===== src/rtl/sw_pkg.sv =====
// Shared definitions for the switch debounce blocks: FSM encoding and defaults.
package sw_pkg;

    typedef enum logic [1:0] {
        IDLE  = 2'd0,
        WAIT  = 2'd1,
        JUDGE = 2'd2
    } state_t;

    // Clock cycles per 1 us tick for the usual system clock.
    localparam int          CNT1US_DEF  = 107;
    // Typical settle window in us for panel switches.
    localparam logic [15:0] DEB_LEN_DEF = 16'd30;

endpackage


===== src/rtl/sw_deb_sched_rr_arb.sv =====
// NCH-way round-robin arbiter: picks the first requester at or after ptr.
// Purely combinational so the caller can grant in the same cycle.
module rr_arb #(
    parameter int NCH = 4,
    parameter int CHW = 2
) (
    input  logic [NCH-1:0] req,
    input  logic [CHW-1:0] ptr,
    output logic           gnt_valid,
    output logic [CHW-1:0] gnt_idx
);

    logic [CHW-1:0] idx;

    // Walk the request vector starting at ptr, wrapping modulo NCH.
    always_comb begin
        // NOTE: every output of a combinational block gets a default first, so no path leaves it unassigned and infers a latch.
        gnt_valid = 1'b0;
        gnt_idx   = '0;
        idx       = '0;
        for (int k = 0; k < NCH; k++) begin
            idx = CHW'((int'(ptr) + k) % NCH);
            if (!gnt_valid && req[idx]) begin
                gnt_valid = 1'b1;
                gnt_idx   = idx;
            end
        end
    end

endmodule


===== src/rtl/sw_deb_sched.sv =====
// Debounce scheduler: NCH active-low switches share one settle timer.
// Falling edges queue as pending requests; a round-robin arbiter picks one
// channel, its settle window is timed in 1 us units, then its level is judged.
module sw_deb_sched
    import sw_pkg::*;
#(
    parameter int NCH    = 4,
    parameter int CNT1US = CNT1US_DEF,
    parameter int CHW    = 2
) (
    input  logic           clk,
    input  logic           rst,
    input  logic           en,
    input  logic [NCH-1:0] sw_in,
    input  logic [15:0]    deb_len,
    output logic [NCH-1:0] key_pulse,
    output logic [NCH-1:0] key_level,
    output logic           reject,
    output logic           busy,
    output logic [CHW-1:0] cur_ch
);

    localparam int PW = (CNT1US > 1) ? $clog2(CNT1US) : 1;

    logic [NCH-1:0] s_meta, s_sync, s_d, fall;
    logic [NCH-1:0] pend, pend_n, active_mask;
    logic [NCH-1:0] key_pulse_n, key_level_n;
    logic [CHW-1:0] rr_ptr, rr_ptr_n, cur_ch_n;
    logic [15:0]    len_q, len_n, us_q, us_n;
    logic [PW-1:0]  pre_q, pre_n;
    logic           reject_n, busy_n;
    logic           gnt_valid;
    logic [CHW-1:0] gnt_idx;
    state_t         state, state_n;

    // Two-flop synchroniser plus one delay flop for edge detection.
    always_ff @(posedge clk) begin
        // NOTE: sequential state uses non-blocking assignments so every flop samples pre-edge values.
        if (rst) begin
            // Released level, so a switch already held at reset is seen as a fresh press.
            s_meta <= '1;
            s_sync <= '1;
            s_d    <= '1;
        end else begin
            s_meta <= sw_in;
            s_sync <= s_meta;
            s_d    <= s_sync;
        end
    end

    assign fall = s_d & ~s_sync;

    rr_arb #(.NCH(NCH), .CHW(CHW)) u_arb (
        .req       (pend),
        .ptr       (rr_ptr),
        .gnt_valid (gnt_valid),
        .gnt_idx   (gnt_idx)
    );

    // Next-state, timer and output decode for the grant/wait/judge sequence.
    always_comb begin
        state_n     = state;
        pend_n      = pend;
        rr_ptr_n    = rr_ptr;
        cur_ch_n    = cur_ch;
        len_n       = len_q;
        us_n        = us_q;
        pre_n       = pre_q;
        busy_n      = busy;
        key_pulse_n = '0;
        reject_n    = 1'b0;
        active_mask = '0;
        // Releases clear the level immediately; a judge only sets a channel that reads low.
        key_level_n = key_level & ~s_sync;

        if (!en) begin
            state_n = IDLE;
            pend_n  = '0;
            busy_n  = 1'b0;
        end else begin
            case (state)
                IDLE: begin
                    if (gnt_valid) begin
                        state_n              = WAIT;
                        cur_ch_n             = gnt_idx;
                        len_n                = (deb_len == 16'd0) ? 16'd1 : deb_len;
                        us_n                 = '0;
                        pre_n                = '0;
                        busy_n               = 1'b1;
                        pend_n[gnt_idx]      = 1'b0;
                        active_mask[gnt_idx] = 1'b1;
                    end
                end
                WAIT: begin
                    active_mask[cur_ch] = 1'b1;
                    if (s_sync[cur_ch]) begin
                        // Contact bounced open inside the window: give up early.
                        reject_n = 1'b1;
                        busy_n   = 1'b0;
                        state_n  = IDLE;
                    end else if (pre_q == PW'(CNT1US - 1)) begin
                        pre_n = '0;
                        if (us_q + 16'd1 == len_q) begin
                            state_n = JUDGE;
                        end else begin
                            us_n = us_q + 16'd1;
                        end
                    end else begin
                        pre_n = pre_q + PW'(1);
                    end
                end
                JUDGE: begin
                    active_mask[cur_ch] = 1'b1;
                    if (!s_sync[cur_ch]) begin
                        key_pulse_n[cur_ch] = 1'b1;
                        key_level_n[cur_ch] = 1'b1;
                    end else begin
                        reject_n = 1'b1;
                    end
                    rr_ptr_n = (cur_ch == CHW'(NCH - 1)) ? '0 : cur_ch + CHW'(1);
                    busy_n   = 1'b0;
                    state_n  = IDLE;
                end
                default: state_n = IDLE;
            endcase
            // Bounces on the channel being served must not re-queue it.
            pend_n = pend_n | (fall & ~active_mask);
        end
    end

    // State, timer and registered output update.
    always_ff @(posedge clk) begin
        if (rst) begin
            state     <= IDLE;
            pend      <= '0;
            rr_ptr    <= '0;
            cur_ch    <= '0;
            len_q     <= '0;
            us_q      <= '0;
            pre_q     <= '0;
            busy      <= 1'b0;
            key_pulse <= '0;
            key_level <= '0;
            reject    <= 1'b0;
        end else begin
            state     <= state_n;
            pend      <= pend_n;
            rr_ptr    <= rr_ptr_n;
            cur_ch    <= cur_ch_n;
            len_q     <= len_n;
            us_q      <= us_n;
            pre_q     <= pre_n;
            busy      <= busy_n;
            key_pulse <= key_pulse_n;
            key_level <= key_level_n;
            reject    <= reject_n;
        end
    end

endmodule


===== config.mk =====
export PLATFORM = sky130hd
export DESIGN_NAME = sw_deb_sched
export DESIGN_NICKNAME = d
export VERILOG_FILES = /design/src/rtl/sw_pkg.sv /design/src/rtl/sw_deb_sched_rr_arb.sv /design/src/rtl/sw_deb_sched.sv
export SDC_FILE = /design/constraint.sdc
export NUM_CORES = 1
export LEC_CHECK = 0
export BUFFER_PORTS_ARGS = -buffer_cell sky130_fd_sc_hd__buf_2
export CAP_MARGIN = 30
export CELL_PAD_IN_SITES_DETAIL_PLACEMENT = 0
export CELL_PAD_IN_SITES_GLOBAL_PLACEMENT = 1
export CORE_UTILIZATION = 35
export CTS_CLUSTER_SIZE = 12
export DETAILED_ROUTE_END_ITERATION = 10
export HOLD_SLACK_MARGIN = 0.1
export PLACE_DENSITY_LB_ADDON = 0.15
export SLEW_MARGIN = 20
export SYNTH_ARGS = -nofsm -noshare
export SYNTH_HDL_FRONTEND = slang
export SYNTH_HIERARCHICAL = 1
export SYNTH_SLANG_ARGS = --single-unit

===== constraint.sdc =====
create_clock -name clk -period 3.45 [get_ports clk]
set_input_delay 1.035 -clock clk [delete_from_list [all_inputs] [get_ports clk]]
set_output_delay 1.035 -clock clk [all_outputs]
set_load 0.01 [all_outputs]

==> Word-level counts from Yosys, hierarchy flattened <==
Cells that the tools add are included.
Widths: inputs -> output; s select.
{ "word_totals": {"mem_bits_rw": 0, "elab_cells": 125, "register_bits": 71, "latch_bits": 0, "output_inout_bits": 12, "mem_count": 0, "input_bits": 23, "romBits": 0} }
{ "classes": {"bitwise_logic": 12, "multipliers": 0, "addsub": 6, "n_eq_ne": 12, "n_mux": 51, "shifts": 0, "order_cmp": 8, "reduce_logical": 22, "div_mod_pow": 0} }
{ "ops": {"columns": ["operator", "count"], "rows": [
  ["$mux 16", 5],
  ["$mux 4", 8],
  ["$pmux 16 s2", 1],
  ["$mux 7", 3],
  ["$lt 2x3->1 const B", 6],
  ["$mux 2", 9],
  ["$add 16x1->16 const B", 1],
  ["$and 4x4->4", 4],
  ["$eq 16x16->1", 1],
  ["$logic_not 16->1", 1],
  ["$mux 1", 14],
  ["$pmux 7 s2", 1],
  ["$not 4->4", 3],
  ["$bmux 1 s2", 5],
  ["$ne 2x2->1 const B", 5],
  ["$reduce_and 3->1", 3],
  ["$or 4x4->4", 2],
  ["$pmux 4 s2", 1],
  ["$add 7x1->7 const B", 1],
  ["$eq 7x7->1 const B", 1],
  ["$ne 3x3->1 const B", 2],
  ["$reduce_and 6->1", 1],
  ["$logic_and 1x1->1", 5],
  ["$add 2x1->2 const B", 2],
  ["other kinds (17)", 26]
]} }

==> Depth between registers and ports, before layout <==
{ "depth": {"ltp_word": 22, "ltp_mapped": 11, "ltp_nobuf": 9} }

==> Hierarchy <==
The synthesis kept the hierarchy.
{ "modules_own_cells": {"columns": ["module", "area_each_um2", "cells_per_inst", "n_inst"], "rows": [
  ["sw_deb_sched", 3782.4, 462, 1],
  ["rr_arb", 77.6, 15, 1]
]} }

==> Worst setup path after synthesis <==
No wires, ideal clock.
{ "synth_timing": {"path_type": "input port to flip-flop", "start": "in en", "end": "reg us_q[15]", "required_time_ps": 3376, "stages": 7, "slack_ps": 1031, "setup_ps": 74, "arrival_time_ps": 2345, "cell_sequence": "o211ai_1 -> a21oi_4 -> nand2_1 -> clkbuf_1 -> or3_1 -> or3_1 -> a31oi_1"} }
{ "synth_between": {"elab_chain_cells": 1} }
{ "synth_lines": {"columns": ["element", "line", "source"], "rows": [
  ["start, declared", "sw_deb_sched.sv:13", "input logic en,"],
  ["$reduce_and 6->1 (no line)", null, null],
  ["end signal, assigned", "sw_deb_sched.sv:151", "us_q <= us_n;"],
  ["end, declared", "sw_deb_sched.sv:29", "logic [15:0] len_q, len_n, us_q, us_n;"]
]} }
No other way between the ends.
A chain may end at the register's enable or synchronous reset.

==> Final worst setup path <==
{ "layout_timing": {"start": "reg us_q[0]", "end": "reg us_q[3]"} }
{ "layout_between": {"elab_chain_cells": 5} }
{ "layout_lines": {"columns": ["element", "line"], "rows": [
  ["$add 16x1->16 *", "sw_deb_sched.sv:103, sw_deb_sched.sv:106"],
  ["parallel branches: the longest is 4 deep, another holds $eq 16x16->1", null]
]} }
Every way passes the cells marked *. The select of a mux whose other input is x is not followed.

==> run_results.csv <==
group,metric,value,unit
run_status,status,"completed",
drt,drtPass1Iterations,4,
logic_synthesis,synthTopCellsByArea,"dfxtp_1 37%, nand2_1 7.1%, a21oi_1 4.8%",
worst_setup_path,worstSetupPathType,"flop to flop",
clock_tree,hold_buffers,0,
clock_tree,path_clk_slew,0.08,ns
sta,layout_setup_ws,0.402,ns
logic_synthesis,synth-main-ff-cell,"dfxtp_1",
sta,rsz0062_at_grt,"no",
logic_synthesis,syn_inst,477,
worst_setup_path,reg2reg_setup_slack,0.40,ns
sta,tns,0,ns
finish,fin_util,41.4,%
sta,slew_viol_final,0,
pwr,leakagePower,0.00162,uW
placement,dp_cells,625,
finish,area_growth,12.8,%
run,cap_viol_max_count,0,
clock_tree,cts_inserted_buffers,9,
clock_tree,cts_tree,"yes",
global_routing,grt_max_degree,27,
logic_synthesis,yosys-top-cells-count,"73 x nand2_1, 71 x dfxtp_1, 37 x a21oi_1, 31 x nor2_1, 20 x clkbuf_1",
logic_synthesis,yosysMostFrequentCell,"nand2_1",
clock_tree,postCtsSetupBuffers,0,
floorplanning,fp.dieH,107,um
logic_synthesis,ys_types,63,
logic_synthesis,synth_area,3860,sq um
sta,finalSetupViolCount,0,
pwr,peakVddDrop,268,uV
floorplanning,die-area,11500,sq um
pwr,total_power,1740,uW
worst_hold_path,whs_path_depth,1,
sta,worst_pin_slew,0.688,ns
logic_synthesis,syn-num-nets,511,
floorplanning,start_util,36.7,%
sta,fmax,328,MHz
drt,ant_nets,0,
finish,fillers,1071,
finish,fin_cells,640,
worst_hold_path,holdCritStartpoint,"s_meta[2]",
clock_tree,cts.root.buffer_cell,"clkbuf_8",
logic_synthesis,synth_top_area_cell,"dfxtp_1",
finish,drive_gt1_share,16.5,%
global_routing,grtUsageTotal,18.7,%
logic_synthesis,ys_seq_elements,71,
worst_setup_path,timing.rr.start,"us_q[0]",
floorplanning,die_w,107,um
pwr,power.density,399,nW/um^2
worst_hold_path,hold_class,"flop to flop",
worst_setup_path,required,3.74,ns
sta,finalCritPeriodShare,88.3,%
worst_setup_path,worstReg2RegEnd,"us_q[3]",
placement,dp_slack,0.450,ns
finish,n_antenna_cell,0,
drt,routedWlPerCell,16.0,um
floorplanning,floorplan.rows,37,
logic_synthesis,async_flop_share,0,%
sta,hold_violations,0,
logic_synthesis,yosysSeqAreaShare,36.8,%
drt,num_vias,3436,
finish,layout.nets,534,
logic_synthesis,syn_avg_cell_area,8.09,sq um
floorplanning,core-area,10500,sq um
worst_setup_path,end_kind,"flop",
worst_hold_path,whs_endpoint,"s_sync[2]",
logic_synthesis,synth_edf_count,0,
finish,seqCellArea,1420,sq um
sta,slew_headroom,54.0,%
finish,multi_input_area,2230,sq um
clock_tree,cts_max_path_buffers,2,
drt,vias_per_cell,5.37,
clock_tree,clock_sink_count,71,
worst_setup_path,r2r.worst_path.cells,8,
sta,layout_min_cycle_time,3.05,ns
worst_setup_path,worstPathMaxFanout,11,
drt,drc,0,
global_routing,grt_overflow,0,
drt,drt_iter0_drc,179,
floorplanning,io-pin-count,35,
clock_tree,htreeDepth,3,
worst_setup_path,start_kind,"flop",
placement,hpwl,7.39,mm
drt,wl,10.2,mm
sta,fin_skew,0.0103,ns
logic_synthesis,synth_top_area_share,36.8,%
global_routing,grt_pass1_vias,3309,
placement,io_buffers,34,
clock_tree,cts-resized-gates,0,
worst_setup_path,worstPathArrival,3.34,ns
clock_tree,clock_latency,0.36,ns
global_routing,grt_pass1_wl,16.5,mm
global_routing,antenna_found_initial,0,
placement,gp_congestion,0.808,
logic_synthesis,synth_warnings,6,
## critical path: stages (launching register included)
cell,delay [ns]
dfxtp_1,0.51
ha_1,0.34
nand3_1,0.28
nor2_1,0.30
nand4_1,0.17
a221oi_2,0.32
nand4_1,0.51
a21o_1,0.35
a31oi_1,0.18
## placed cells by master, fill, tap and decap left out, drive strengths merged, types with 6 or more instances in the layout
| cell type | instances |
|---|---|
| ha | 11 |
| a21oi | 38 |
| xnor2 | 16 |
| nand4 | 18 |
| or3 | 10 |
| nor2 | 31 |
| nand3 | 16 |
| or2 | 9 |
| dfxtp | 71 |
| a31oi | 11 |
| clkbuf | 9 |
| o21ai | 6 |
| xor2 | 8 |
| a21o | 7 |
| and2 | 8 |
| buf | 45 |
| inv | 18 |
| o211ai | 10 |
| nand2 | 73 |
| nor4 | 8 |
| nor3 | 19 |
## area by class of cell
cell class | instances | area share, %
sequential | 71 | 32.6
timing repair buffer | 45 | 5.80
tap | 136 | 3.91
inverter | 17 | 1.47
multi-input combinational | 356 | 51.2
clock buffer | 9 | 2.84
clock inverter | 6 | 2.15
## where the power goes
part / internal, uW / switching [uW]
Clock: 408 / 340
Sequential: 835 / 12.9
Combinational: 51.0 / 90.7
Total: 1290 / 444
## layer usage
layer	share of wire [%]	wire length [um]	vias up	GRT usage, %
met3	3.7	380	21	3.89
met2	50	5100	71	31.6
met4	2.9	295	0	9.00
li1	-	-	1749	-
met1	43	4440	1595	22.5
met5	0	0	-	0
## worst max-delay path by stage
stage / start / endpoint / cells after the start
finish: us_q[0] / us_q[3] / 8
global route: us_q[0] / us_q[3] / 8
CTS: us_q[0] / us_q[3] / 8
detailed placement: us_q[0] / us_q[3] / 8
global placement: us_q[0] / us_q[10] / 8
floorplan: en / us_q[15] / 7
## logic make-up (layout without fill, tap and decap cells)
family	Yosys count	in the layout	share of synthesized area, %
flops	71	71	36.8
xor+xnor	24	24	5.45
buf+inv	50	77	5.41
simple gates	220	220	30.3
fa+ha+maj	11	11	3.57
mux	4	4	1.36
compound gates	97	97	17.1
## sequential cells by signal, summed over array words and instances (netlist names), 4 cells and up
name / flops
len_q: 16
us_q: 16
pre_q: 7
key_level: 4
key_pulse: 4
pend: 4
s_d: 4
s_meta: 4
s_sync: 4
## stage by stage
stage	instance area (sq um)	hold slack, ns
4_1_cts	4360	0.413
5_1_grt	4360	0.432
3_5_place_dp	4140	0.393
3_3_place_gp	4140	0.392
2_1_floorplan	3860	0.389
6_report	4360	0.411
Power figures use the tool's default switching activity.
